File: config.mk
export PLATFORM = sky130hd
export DESIGN_NAME = fifo_arbiter
export DESIGN_NICKNAME = d
export VERILOG_FILES = /design/src/rtl/fifo_arbiter.sv
export SDC_FILE = /design/constraint.sdc
export NUM_CORES = 1
export LEC_CHECK = 0
export ABC_AREA = 0
export BUFFER_PORTS_ARGS = -buffer_cell sky130_fd_sc_hd__buf_2
export CORE_MARGIN = 2
export CORE_UTILIZATION = 30
export DETAILED_ROUTE_END_ITERATION = 10
export GPL_ROUTABILITY_DRIVEN = 0
export SLEW_MARGIN = 10
export SYNTH_ARGS = -nofsm -noshare
export SYNTH_HDL_FRONTEND = slang
export SYNTH_SLANG_ARGS = --single-unit
export TNS_END_PERCENT = 20
File: constraint.sdc
create_clock -name clk -period 2.58 [get_ports clk]
set_input_delay 0.258 -clock clk [delete_from_list [all_inputs] [get_ports clk]]
set_output_delay 0.258 -clock clk [all_outputs]
set_load 0.05 [all_outputs]
File: src/rtl/fifo_arbiter.sv
// rtl/fifo_arbiter.sv - round-robin push arbiter and flush sequencer in front of a shared FIFO
// Define FIFO_ARB_STATS_EN to add saturating per-producer push counters on push_cnt.
module fifo_arbiter #(
  parameter int NREQ   = 4,
  parameter int DATA_W = 2
`ifdef FIFO_ARB_STATS_EN
  ,
  parameter int CNT_W  = 8
`endif
) (
  input  logic                   clk,
  input  logic                   reset,
  input  logic [NREQ-1:0]        req,
  input  logic [NREQ*DATA_W-1:0] data,
  output logic [NREQ-1:0]        gnt,
  input  logic                   cons_pop,
  input  logic                   flush,
  output logic                   flush_done,
  output logic                   busy,
  output logic [DATA_W-1:0]      fifo_din,
  output logic                   fifo_push,
  output logic                   fifo_pop,
  input  logic                   fifo_empty,
  input  logic                   fifo_full
`ifdef FIFO_ARB_STATS_EN
  ,
  output logic [NREQ*CNT_W-1:0]  push_cnt
`endif
);

  localparam int PTR_W = (NREQ > 1) ? $clog2(NREQ) : 1;

  typedef enum logic {ARB, FLUSH} state_t;

  state_t           state, state_nxt;
  logic [PTR_W-1:0] ptr, ptr_nxt, gnt_idx, cand;
  logic             found;
  logic             done_q;

  always_ff @(posedge clk) begin
    if (!reset) begin
      state  <= ARB;
      ptr    <= '0;
      done_q <= 1'b0;
    end else begin
      state  <= state_nxt;
      ptr    <= ptr_nxt;
      done_q <= (state == FLUSH) && fifo_empty;
    end
  end

  always_comb begin
    state_nxt = state;
    case (state)
      ARB:     if (flush) state_nxt = FLUSH;
      FLUSH:   if (fifo_empty) state_nxt = ARB;
      default: state_nxt = ARB;
    endcase
  end

  always_comb begin
    found   = 1'b0;
    gnt_idx = '0;
    cand    = '0;
    // Scan in cyclic order starting at ptr; first requester wins.
    if (reset && (state == ARB) && !flush && !fifo_full) begin
      for (int i = 0; i < NREQ; i++) begin
        cand = PTR_W'((int'(ptr) + i) % NREQ);
        if (!found && req[cand]) begin
          found   = 1'b1;
          gnt_idx = cand;
        end
      end
    end

    gnt      = '0;
    fifo_din = '0;
    for (int i = 0; i < NREQ; i++) begin
      if (found && (gnt_idx == PTR_W'(i))) begin
        gnt[i]   = 1'b1;
        fifo_din = data[i*DATA_W +: DATA_W];
      end
    end

    fifo_push  = found;
    ptr_nxt    = found ? ((gnt_idx == PTR_W'(NREQ - 1)) ? '0 : gnt_idx + PTR_W'(1)) : ptr;
    busy       = reset && (state == FLUSH);
    fifo_pop   = reset && ((state == FLUSH) ? !fifo_empty : (cons_pop && !flush));
    flush_done = reset && done_q;
  end

`ifdef FIFO_ARB_STATS_EN
  logic [NREQ*CNT_W-1:0] cnt_q;

  always_ff @(posedge clk) begin
    if (!reset) begin
      cnt_q <= '0;
    end else begin
      for (int i = 0; i < NREQ; i++) begin
        if (gnt[i] && (cnt_q[i*CNT_W +: CNT_W] != {CNT_W{1'b1}}))
          cnt_q[i*CNT_W +: CNT_W] <= cnt_q[i*CNT_W +: CNT_W] + CNT_W'(1);
      end
    end
  end

  assign push_cnt = reset ? cnt_q : '0;
`endif

endmodule

==> impl_metrics.env, run 1 <==
export IMPL_start_kind="primary input"
export IMPL_clock_path_buffers=2
export IMPL_firstDrtPassIters=5
export IMPL_crit_type="primary input to primary output"
export IMPL_dr_first_iter_drc_count=1
export IMPL_synth_edf_count=0
export IMPL_hold_path_depth=2
export IMPL_drv_slew=0
export IMPL_antenna_left=0
export IMPL_start_util=0.329
export IMPL_drive_above_1_share=0.581
export IMPL_power_uw=237
export IMPL_cp_required_ns=2.32
export IMPL_critPathCaptureType="primary output"
export IMPL_nFillCells=143
export IMPL_grt_pass1_wl_mm=2.32
export IMPL_tightest_slew_ns=0.443
export IMPL_numCtsBuffers=3
export IMPL_p_sw_frac=0.332
export IMPL_max_slew_margin=0.704
export IMPL_max_freq_mhz=398
export IMPL_intPower_uw=159
export IMPL_finalHoldViolCount=0
export IMPL_syn_area_um2=513
export IMPL_arrival_ns=2.26
export IMPL_leakage_uw=0.000427
export IMPL_dieWidth_um=45.4
export IMPL_yosysWarnings=0
export IMPL_synth_main_ff_cell="dfxtp_1"
export IMPL_clock_latency_ns=0.23
export IMPL_comb_power_share=0.397
export IMPL_antenna_found_initial=0
export IMPL_fin_crit_sh=0.975
export IMPL_worstHoldPathType="primary input to flop"
export IMPL_drcViolationCount=0
export IMPL_post_drt_wl_per_cell_um=12.6
export IMPL_wl_mm=1.52
export IMPL_powerDensity_mw_per_mm2=259
export IMPL_vias_per_cell=5.36
export IMPL_post_route_min_period_ns=2.52
export IMPL_chipHeight_um=45.4
export IMPL_clk_pin_slew_ns=0.04
export IMPL_antenna_diode_count=0
export IMPL_grt_pass1_vias=569
export IMPL_synth_cell_types=29
export IMPL_cts_root_buf="clkbuf_4"
export IMPL_r2r_cells=8
export IMPL_setup_violations=0
export IMPL_grtUsageTotal=0.154
export IMPL_ir_worst_vdd_mv=0.285
export IMPL_row_count=14
export IMPL_core_mm2=0.00156
export IMPL_port_buffers=27
export IMPL_overflow=0
export IMPL_die_area_mm2=0.00206
export IMPL_status="finished, final reports clean"
export IMPL_dp_hpwl_mm=1.11
export IMPL_ys_async_sr_fraction=0
export IMPL_syn_avg_cell_area_um2=7.89
export IMPL_multi_input_area_um2=527
export IMPL_ys_seq_area_frac=0.156
export IMPL_syn_to_final_growth_pct=78.8
export IMPL_cap_violations=0
export IMPL_switchingPower_uw=78.8
export IMPL_register_area_um2=83.8
export IMPL_vias=648
export IMPL_rsz0062_at_grt="yes"
export IMPL_skew_ns=0.00273
export IMPL_cp_max_fo=6
export IMPL_io_pins=28
export IMPL_clockPowerShare=0.318
export IMPL_hold_buffers=0
export IMPL_finalSetupTns_ns=0
export IMPL_h_tree_depth=1
export IMPL_cts_sinks=4
export IMPL_cts_tree="done"
export IMPL_layout_nets=129
export IMPL_p_seq_frac=0.286
export IMPL_syn_instance_count=65
export IMPL_synthesis_nets=87
export IMPL_ys_ff_latch=4
export IMPL_grt_max_degree=10
metrics by stage:
stage	cells	hold WS (ns)	setup slack (ns)	utilization	instance area, µm²
global placement	114	0.474	0.0665	0.486	757
detailed placement	114	0.479	0.00314	0.486	757
global route	121	0.235	-0.0394	0.588	917
finish	121	0.233	0.0643	0.588	917
floorplan	65	0.359	-0.126	-	554
CTS	117	0.236	0.00695	0.503	785
registers in the layout, indices dropped and copies added, names as in the netlist:
name	flops
state	1
done_q	1
ptr	2
routing by layer:
layer / part of all wire / vias to the layer above / GRT usage
li1: - / 330 / -
met1: 0.45 / 300 / 0.188
met2: 0.51 / 18 / 0.263
met3: 0.034 / 0 / 0.0240
met4: 0 / 0 / 0.0706
met5: 0 / - / 0
layout by cell type (no fill, tap or decap), drive strengths merged:
master / count
buf: 38
inv: 5
and3: 5
a21oi: 5
nand2: 4
dfxtp: 4
ha: 4
nor2: 3
nand2b: 3
nand3b: 3
a21o: 3
clkbuf: 3
a221oi: 3
nand3: 2
o211a: 2
o211ai: 2
a32oi: 2
and2: 2
nor4b: 1
or4: 1
clkinvlp: 1
o21bai: 1
nor4bb: 1
and4bb: 1
o21ai: 1
nor3b: 1
nor2b: 1
a21boi: 1
o32ai: 1
a211oi: 1
area by class of cell:
| cell class | count | share of cell area |
|---|---|---|
| flip-flops and latches | 4 | 0.0914 |
| multi-input cells | 54 | 0.574 |
| inverters | 6 | 0.0286 |
| clock buffers | 3 | 0.0246 |
| well taps | 16 | 0.0218 |
| repair buffers | 38 | 0.259 |
Yosys cell counts (3+ instances only):
cell type  instances  area share
ha_1               4       0.098
and3_1             5       0.061
inv_1              6       0.044
a21o_1             3       0.044
nor2_1             3       0.022
a21oi_1            4       0.039
nand2b_1           3       0.037
nand3b_1           3       0.044
dfxtp_1            4        0.16
nand2_1            4       0.029
a221oi_1           3       0.051
power groups by stage:
stage	Combinational (µW)	Sequential (µW)	Clock [µW]
final	94.1	67.8	75.5
after global routing	101	68.2	86.5
after CTS	79.8	67.9	79.7
after detailed placement	79.0	68.8	0
after global placement	78.0	68.7	0
after floorplan	46.0	69.1	0
repair_timing:
item | in CTS | in global routing
gates resized for setup | 2 | 21
pin swaps | 1 | 13
setup endpoints to repair | 2 | 2
buffers inserted | 0 | 4
path summary, 6_finish.rpt:
| check | end | start | slack (ns) |
|---|---|---|---|
| hold / removal | state | fifo_empty | 0.23 |
| setup / recovery | fifo_din[0] | req[1] | 0.06 |
| hold reg to reg | state | state | 0.48 |
| setup reg to reg | ptr[1] | state | 0.82 |
cell families after synthesis:
family,synth area share
and+or+nand+nor,0.368
AOI/OAI and AO/OA,0.324
buffers and inverters,0.0536
adders and majority gates,0.0976
DFF,0.156
worst max-delay path, stage by stage:
cell,delay [ns]
buf_2,0.14
or4_4,0.54
nand2_4,0.09
clkinvlp_4,0.09
o211ai_1,0.17
ha_2,0.26
nor3b_4,0.22
a32oi_2,0.16
a21oi_4,0.17
buf_6,0.16
Note: power is estimated with default switching activity, not from simulation.
==> inputs of run 2 (changes only) <==
CORE_UTILIZATION = 35   (was 30)
PLACE_DENSITY = 0.65   (was default)
==> run 2 against run 1 <==
  * Non-clock buffer count up 2
  * Combinational power down 0.5%
  * Final area down 1.6%
  * Clock-buffer cell count unchanged
  * Critical path type is now flop to primary output
  * Sequential power about the same
  * Register-to-register slack better by 0.13 ns
  * Worst setup slack better by 0.046 ns
  * Largest power group unchanged
  * Clock skew about the same
  * Global-route usage up 0.16 points
  * Routed wire length down 0.66%
  * Worst hold slack worse by 0.0068 ns
  * Cell count up 0.83%
==> impl_metrics.env, run 2 (synthesis gave the netlist of run 1 again) <==
export IMPL_status="finished, final reports clean"
export IMPL_start_kind="flop"
export IMPL_grt_pass1_wl_mm=2.22
export IMPL_port_buffers=27
export IMPL_grt_max_degree=10
export IMPL_setup_violations=0
export IMPL_fin_crit_sh=0.957
export IMPL_multi_input_area_um2=502
export IMPL_wl_mm=1.51
export IMPL_drv_slew=0
export IMPL_crit_start="state"
export IMPL_cp_max_fo=7
export IMPL_critPathCaptureType="primary output"
export IMPL_rr_startpoint="state"
export IMPL_dpl_cell_count=114
export IMPL_dr_first_iter_drc_count=4
export IMPL_dp_slack_ns=0.0308
export IMPL_regMostFlops="ptr"
export IMPL_syn_to_final_growth_pct=75.9
export IMPL_finalSetupTns_ns=0
export IMPL_intPower_uw=159
export IMPL_clock_path_buffers=2
export IMPL_reg_top3="ptr: 2 flops, done_q: 1 flops, state: 1 flops"
export IMPL_start_util=0.385
export IMPL_max_slew_margin=0.761
export IMPL_grtUsageTotal=0.156
export IMPL_vias_per_cell=5.23
export IMPL_finalHoldViolCount=0
export IMPL_ir_worst_vdd_mv=0.250
export IMPL_dp_hpwl_mm=1.16
export IMPL_register_area_um2=83.8
export IMPL_cts_sinks=4
export IMPL_powerDensity_mw_per_mm2=262
export IMPL_crit_type="flop to primary output"
export IMPL_max_freq_mhz=405
export IMPL_skew_ns=0.00266
export IMPL_p_sw_frac=0.327
export IMPL_power_uw=236
export IMPL_io_pins=28
export IMPL_core_mm2=0.00133
export IMPL_clock_latency_ns=0.23
export IMPL_comb_power_share=0.396
export IMPL_layout_nets=131
export IMPL_drive_above_1_share=0.570
export IMPL_post_drt_wl_per_cell_um=12.4
export IMPL_leakage_uw=0.000430
export IMPL_cp_required_ns=2.32
export IMPL_numCtsBuffers=3
export IMPL_grt_pass1_vias=545
export IMPL_dieWidth_um=42.3
export IMPL_p_seq_frac=0.287
export IMPL_drcViolationCount=0
export IMPL_cts_root_buf="clkbuf_4"
export IMPL_switchingPower_uw=77.2
export IMPL_tightest_slew_ns=0.357
export IMPL_antenna_left=0
export IMPL_cap_violations=0
export IMPL_rsz0062_at_grt="no"
export IMPL_post_route_min_period_ns=2.47
export IMPL_largest_register_ffs=2
export IMPL_cts_tree="done"
export IMPL_final_common_cell="buf_2"
export IMPL_row_count=13
export IMPL_worstHoldPathType="primary input to flop"
export IMPL_clockPowerShare=0.317
export IMPL_arrival_ns=2.21
export IMPL_overflow=0
export IMPL_h_tree_depth=1
export IMPL_chipHeight_um=42.3
export IMPL_antenna_found_initial=0
export IMPL_firstDrtPassIters=4
export IMPL_ff2ff_setup_slack_ns=0.95
export IMPL_vias=638
export IMPL_die_area_mm2=0.00179
export IMPL_nFillCells=126
export IMPL_layout_common_cells="25 x buf_2, 12 x buf_4, 5 x inv_1, 5 x and3_1"
export IMPL_instances_no_fill=122
export IMPL_hold_buffers=0
export IMPL_antenna_diode_count=0
export IMPL_worst_slack_ns=0.110
export IMPL_hp_start="fifo_empty"
export IMPL_clk_pin_slew_ns=0.04
==> run 2: area by class of cell <==
| type | instances | area share |
|---|---|---|
| tap | 15 | 0.0208 |
| inverter | 6 | 0.0291 |
| clock buffer | 3 | 0.0250 |
| timing repair buffer | 40 | 0.276 |
| sequential | 4 | 0.0929 |
| multi-input combinational | 54 | 0.556 |
==> run 2: through the flow <==
step / hold slack, ns / cell area (µm²) / utilization
floorplan: 0.359 / 554 / -
global placement: 0.471 / 763 / 0.572
detailed placement: 0.475 / 763 / 0.572
CTS: 0.226 / 793 / 0.595
global route: 0.236 / 902 / 0.676
finish: 0.226 / 902 / 0.676
==> run 2: worst paths after layout <==
kind | end | cells past startpoint
setup / recovery | fifo_din[1] | 10
hold / removal | state | 2
setup reg to reg | ptr[1] | 8
hold reg to reg | state | 1
==> run 2: worst max-delay path, stage by stage, from the launching register on <==
cell and delay (ns):
dfxtp_4 0.35, nor4b_4 0.29, buf_4 0.17, nand2_4 0.05
clkinvlp_4 0.07, o211ai_1 0.13, ha_2 0.26, nand3b_1 0.16
a21o_1 0.19, a21oi_4 0.14, buf_6 0.16
==> run 2: repair_timing <==
action / CTS / global route
endpoints found under the setup margin: 2 / 2
pin swaps: 1 / 6
gates resized for setup: 3 / 15
buffers inserted: 0 / 5
==> run 2: power groups by stage <==
stage	combinational, µW	sequential, µW	clock [µW]
2_1_floorplan	46.0	69.1	0
3_3_place_gp	78.7	68.8	0
6_report	93.6	67.9	74.8
5_1_grt	100	68.6	81.6
4_1_cts	81.0	67.9	80.1
3_5_place_dp	80.0	68.9	0
==> run 2: per-layer routing <==
| layer | routed length, µm | global-route usage | vias to the layer above |
|---|---|---|---|
| met1 | 661 | 0.213 | 291 |
| met2 | 803 | 0.252 | 14 |
| met3 | 45 | 0.0129 | 0 |
| met4 | 0 | 0.0563 | 0 |
| li1 | - | - | 333 |
| met5 | 0 | 0 | - |
==> inputs of run 3 (changes only) <==
==> constraint.sdc (replaced) <==
create_clock -name clk -period 2.58 [get_ports clk]
set_input_delay 0.516 -clock clk [delete_from_list [all_inputs] [get_ports clk]]
set_output_delay 0.516 -clock clk [all_outputs]
set_load 0.05 [all_outputs]
==> run 3 against run 2 <==
  * The run now ends with negative setup slack left
  * Clock power rose by 4.0%
  * Global-route usage rose by 0.70 points
  * Sequential share of layout area fell by 1.1 points
  * Cell count rose by 4.9%
  * Non-clock buffer count rose by 6
  * Worst setup slack got worse by 0.52 ns
  * Critical endpoint is now fifo_din[0]
  * Fmax fell by 17%
  * Die area did not move
  * Flip-flop and latch count did not move
  * Clock-buffer cell count did not move
==> impl_metrics.env, run 3 (synthesis gave the netlist of run 1 again) <==
export IMPL_layout_nets=137
export IMPL_core_mm2=0.00133
export IMPL_regMostFlops="ptr"
export IMPL_start_util=0.385
export IMPL_setup_violations=5
export IMPL_cp_max_fo=5
export IMPL_design_area_um2=977
export IMPL_power_uw=250
export IMPL_post_drt_wl_per_cell_um=13.2
export IMPL_hp_start="fifo_empty"
export IMPL_min_to="state"
export IMPL_numCtsBuffers=3
export IMPL_grt_max_degree=10
export IMPL_r2r_cells=7
export IMPL_syn_to_final_growth_pct=90.5
export IMPL_row_count=13
export IMPL_clk_pin_slew_ns=0.04
export IMPL_antenna_left=0
export IMPL_dp_slack_ns=-0.479
export IMPL_p_seq_frac=0.269
export IMPL_violations="negative setup slack"
export IMPL_drv_slew=0
export IMPL_finalHoldViolCount=0
export IMPL_ff2ff_setup_slack_ns=0.82
export IMPL_firstDrtPassIters=4
export IMPL_reg_top3="ptr: 2 flops, done_q: 1 flops, state: 1 flops"
export IMPL_status="finished, violations left"
export IMPL_timing_rr_end="ptr[1]"
export IMPL_switchingPower_uw=82.1
export IMPL_chipHeight_um=42.3
export IMPL_max_slew_margin=0.762
export IMPL_worstHoldPathType="primary input to flop"
export IMPL_max_freq_mhz=335
export IMPL_drcViolationCount=0
export IMPL_worst_slack_ns=-0.408
export IMPL_cp_required_ns=2.06
export IMPL_rsz0062_at_grt="yes"
export IMPL_cts_sinks=4
export IMPL_dp_hpwl_mm=1.24
export IMPL_overflow=0
export IMPL_post_route_min_period_ns=2.99
export IMPL_grtUsageTotal=0.163
export IMPL_layout_common_cells="19 x buf_2, 19 x buf_4, 7 x buf_6"
export IMPL_dieWidth_um=42.3
export IMPL_io_pins=28
export IMPL_grt_pass1_wl_mm=2.29
export IMPL_multi_input_area_um2=498
export IMPL_comb_power_share=0.419
export IMPL_antenna_diode_count=0
export IMPL_dpl_cell_area_um2=838
export IMPL_largest_register_ffs=2
export IMPL_drive_above_1_share=0.602
export IMPL_register_area_um2=80.1
export IMPL_dr_first_iter_drc_count=12
export IMPL_ir_worst_vdd_mv=0.205
export IMPL_clock_latency_ns=0.24
export IMPL_wl_mm=1.69
export IMPL_p_sw_frac=0.329
export IMPL_clockPowerShare=0.312
export IMPL_leakage_uw=0.000459
export IMPL_vias_per_cell=5.32
export IMPL_die_area_mm2=0.00179
export IMPL_vias=681
export IMPL_tightest_slew_ns=0.352
export IMPL_start_kind="primary input"
export IMPL_cts_tree="done"
export IMPL_critPathCaptureType="primary output"
export IMPL_fin_crit_sh=1.16
export IMPL_port_buffers=27
export IMPL_hold_path_depth=2
export IMPL_skew_ns=0.00195
export IMPL_grt_pass1_vias=597
export IMPL_cts_root_buf="clkbuf_4"
export IMPL_cap_violations=0
export IMPL_nFillCells=101
export IMPL_h_tree_depth=1
export IMPL_crit_type="primary input to primary output"
export IMPL_antenna_found_initial=0
export IMPL_hold_buffers=0
export IMPL_arrival_ns=2.47
export IMPL_powerDensity_mw_per_mm2=255
export IMPL_clock_path_buffers=2
export IMPL_intPower_uw=167
export IMPL_rr_startpoint="ptr[0]"
[run 3: changes by cell type in the layout (fill, tap and decap cells not counted), sizes merged]
cell and change:
buf +6
[run 3: timing repair]
item,CTS,global route
pin swaps,1,7
setup buffers,0,1
resized for setup,14,12
setup endpoints to repair,6,6
[run 3: stage by stage]
stage	util	setup TNS, ns	hold slack (ns)	instances
finish	0.733	-1.03	0.487	128
global route	0.733	-1.46	0.502	128
CTS	0.678	-0.847	0.479	127
detailed placement	0.629	-1.61	0.608	124
global placement	0.629	-1.43	0.605	124
floorplan	-	-2.57	0.494	65
[run 3: worst max path at each step]
| stage | start | end | slack, ns | cells after the start |
|---|---|---|---|---|
| 2_1_floorplan | req[0] | fifo_din[0] | -0.64 | 9 |
| 3_3_place_gp | req[0] | fifo_din[0] | -0.45 | 10 |
| 3_5_place_dp | req[0] | fifo_din[0] | -0.48 | 10 |
| 4_1_cts | req[0] | fifo_din[0] | -0.32 | 10 |
| 5_1_grt | req[1] | fifo_din[0] | -0.48 | 11 |
| 6_report | req[1] | fifo_din[0] | -0.41 | 11 |
[run 3: power by group through the flow]
stage	logic, µW	clock network, µW	registers [µW]
CTS	94.4	82.2	67.2
floorplan	46.0	0	69.1
global placement	90.1	0	68.1
finish	105	77.8	67.2
global route	112	83.6	67.8
detailed placement	91.7	0	68.1
[run 3: per-layer routing]
| metal | wire length [µm] | vias up | global-route usage | share of wire |
|---|---|---|---|---|
| li1 | - | 344 | - | - |
| met1 | 725 | 317 | 0.192 | 0.43 |
| met2 | 899 | 18 | 0.302 | 0.53 |
| met3 | 48 | 2 | 0 | 0.028 |
| met4 | 17 | 0 | 0.0750 | 0.010 |
| met5 | 0 | - | 0 | 0 |
[run 3: cell type report]
cell class	instances	area share
Timing Repair Buffer	46	0.339
Multi-Input combinational cell	54	0.510
Sequential cell	4	0.0819
Clock buffer	3	0.0230
Inverter	6	0.0269
Tap cell	15	0.0192
[run 3: critical path: stages]
cell and delay [ns]:
buf_6 0.09, buf_4 0.14, nor4bb_1 0.36, o21ai_0 0.21, o211ai_1 0.17, ha_2 0.26
buf_4 0.13, nand3b_1 0.08, a21o_1 0.22, a21oi_4 0.15, buf_6 0.17
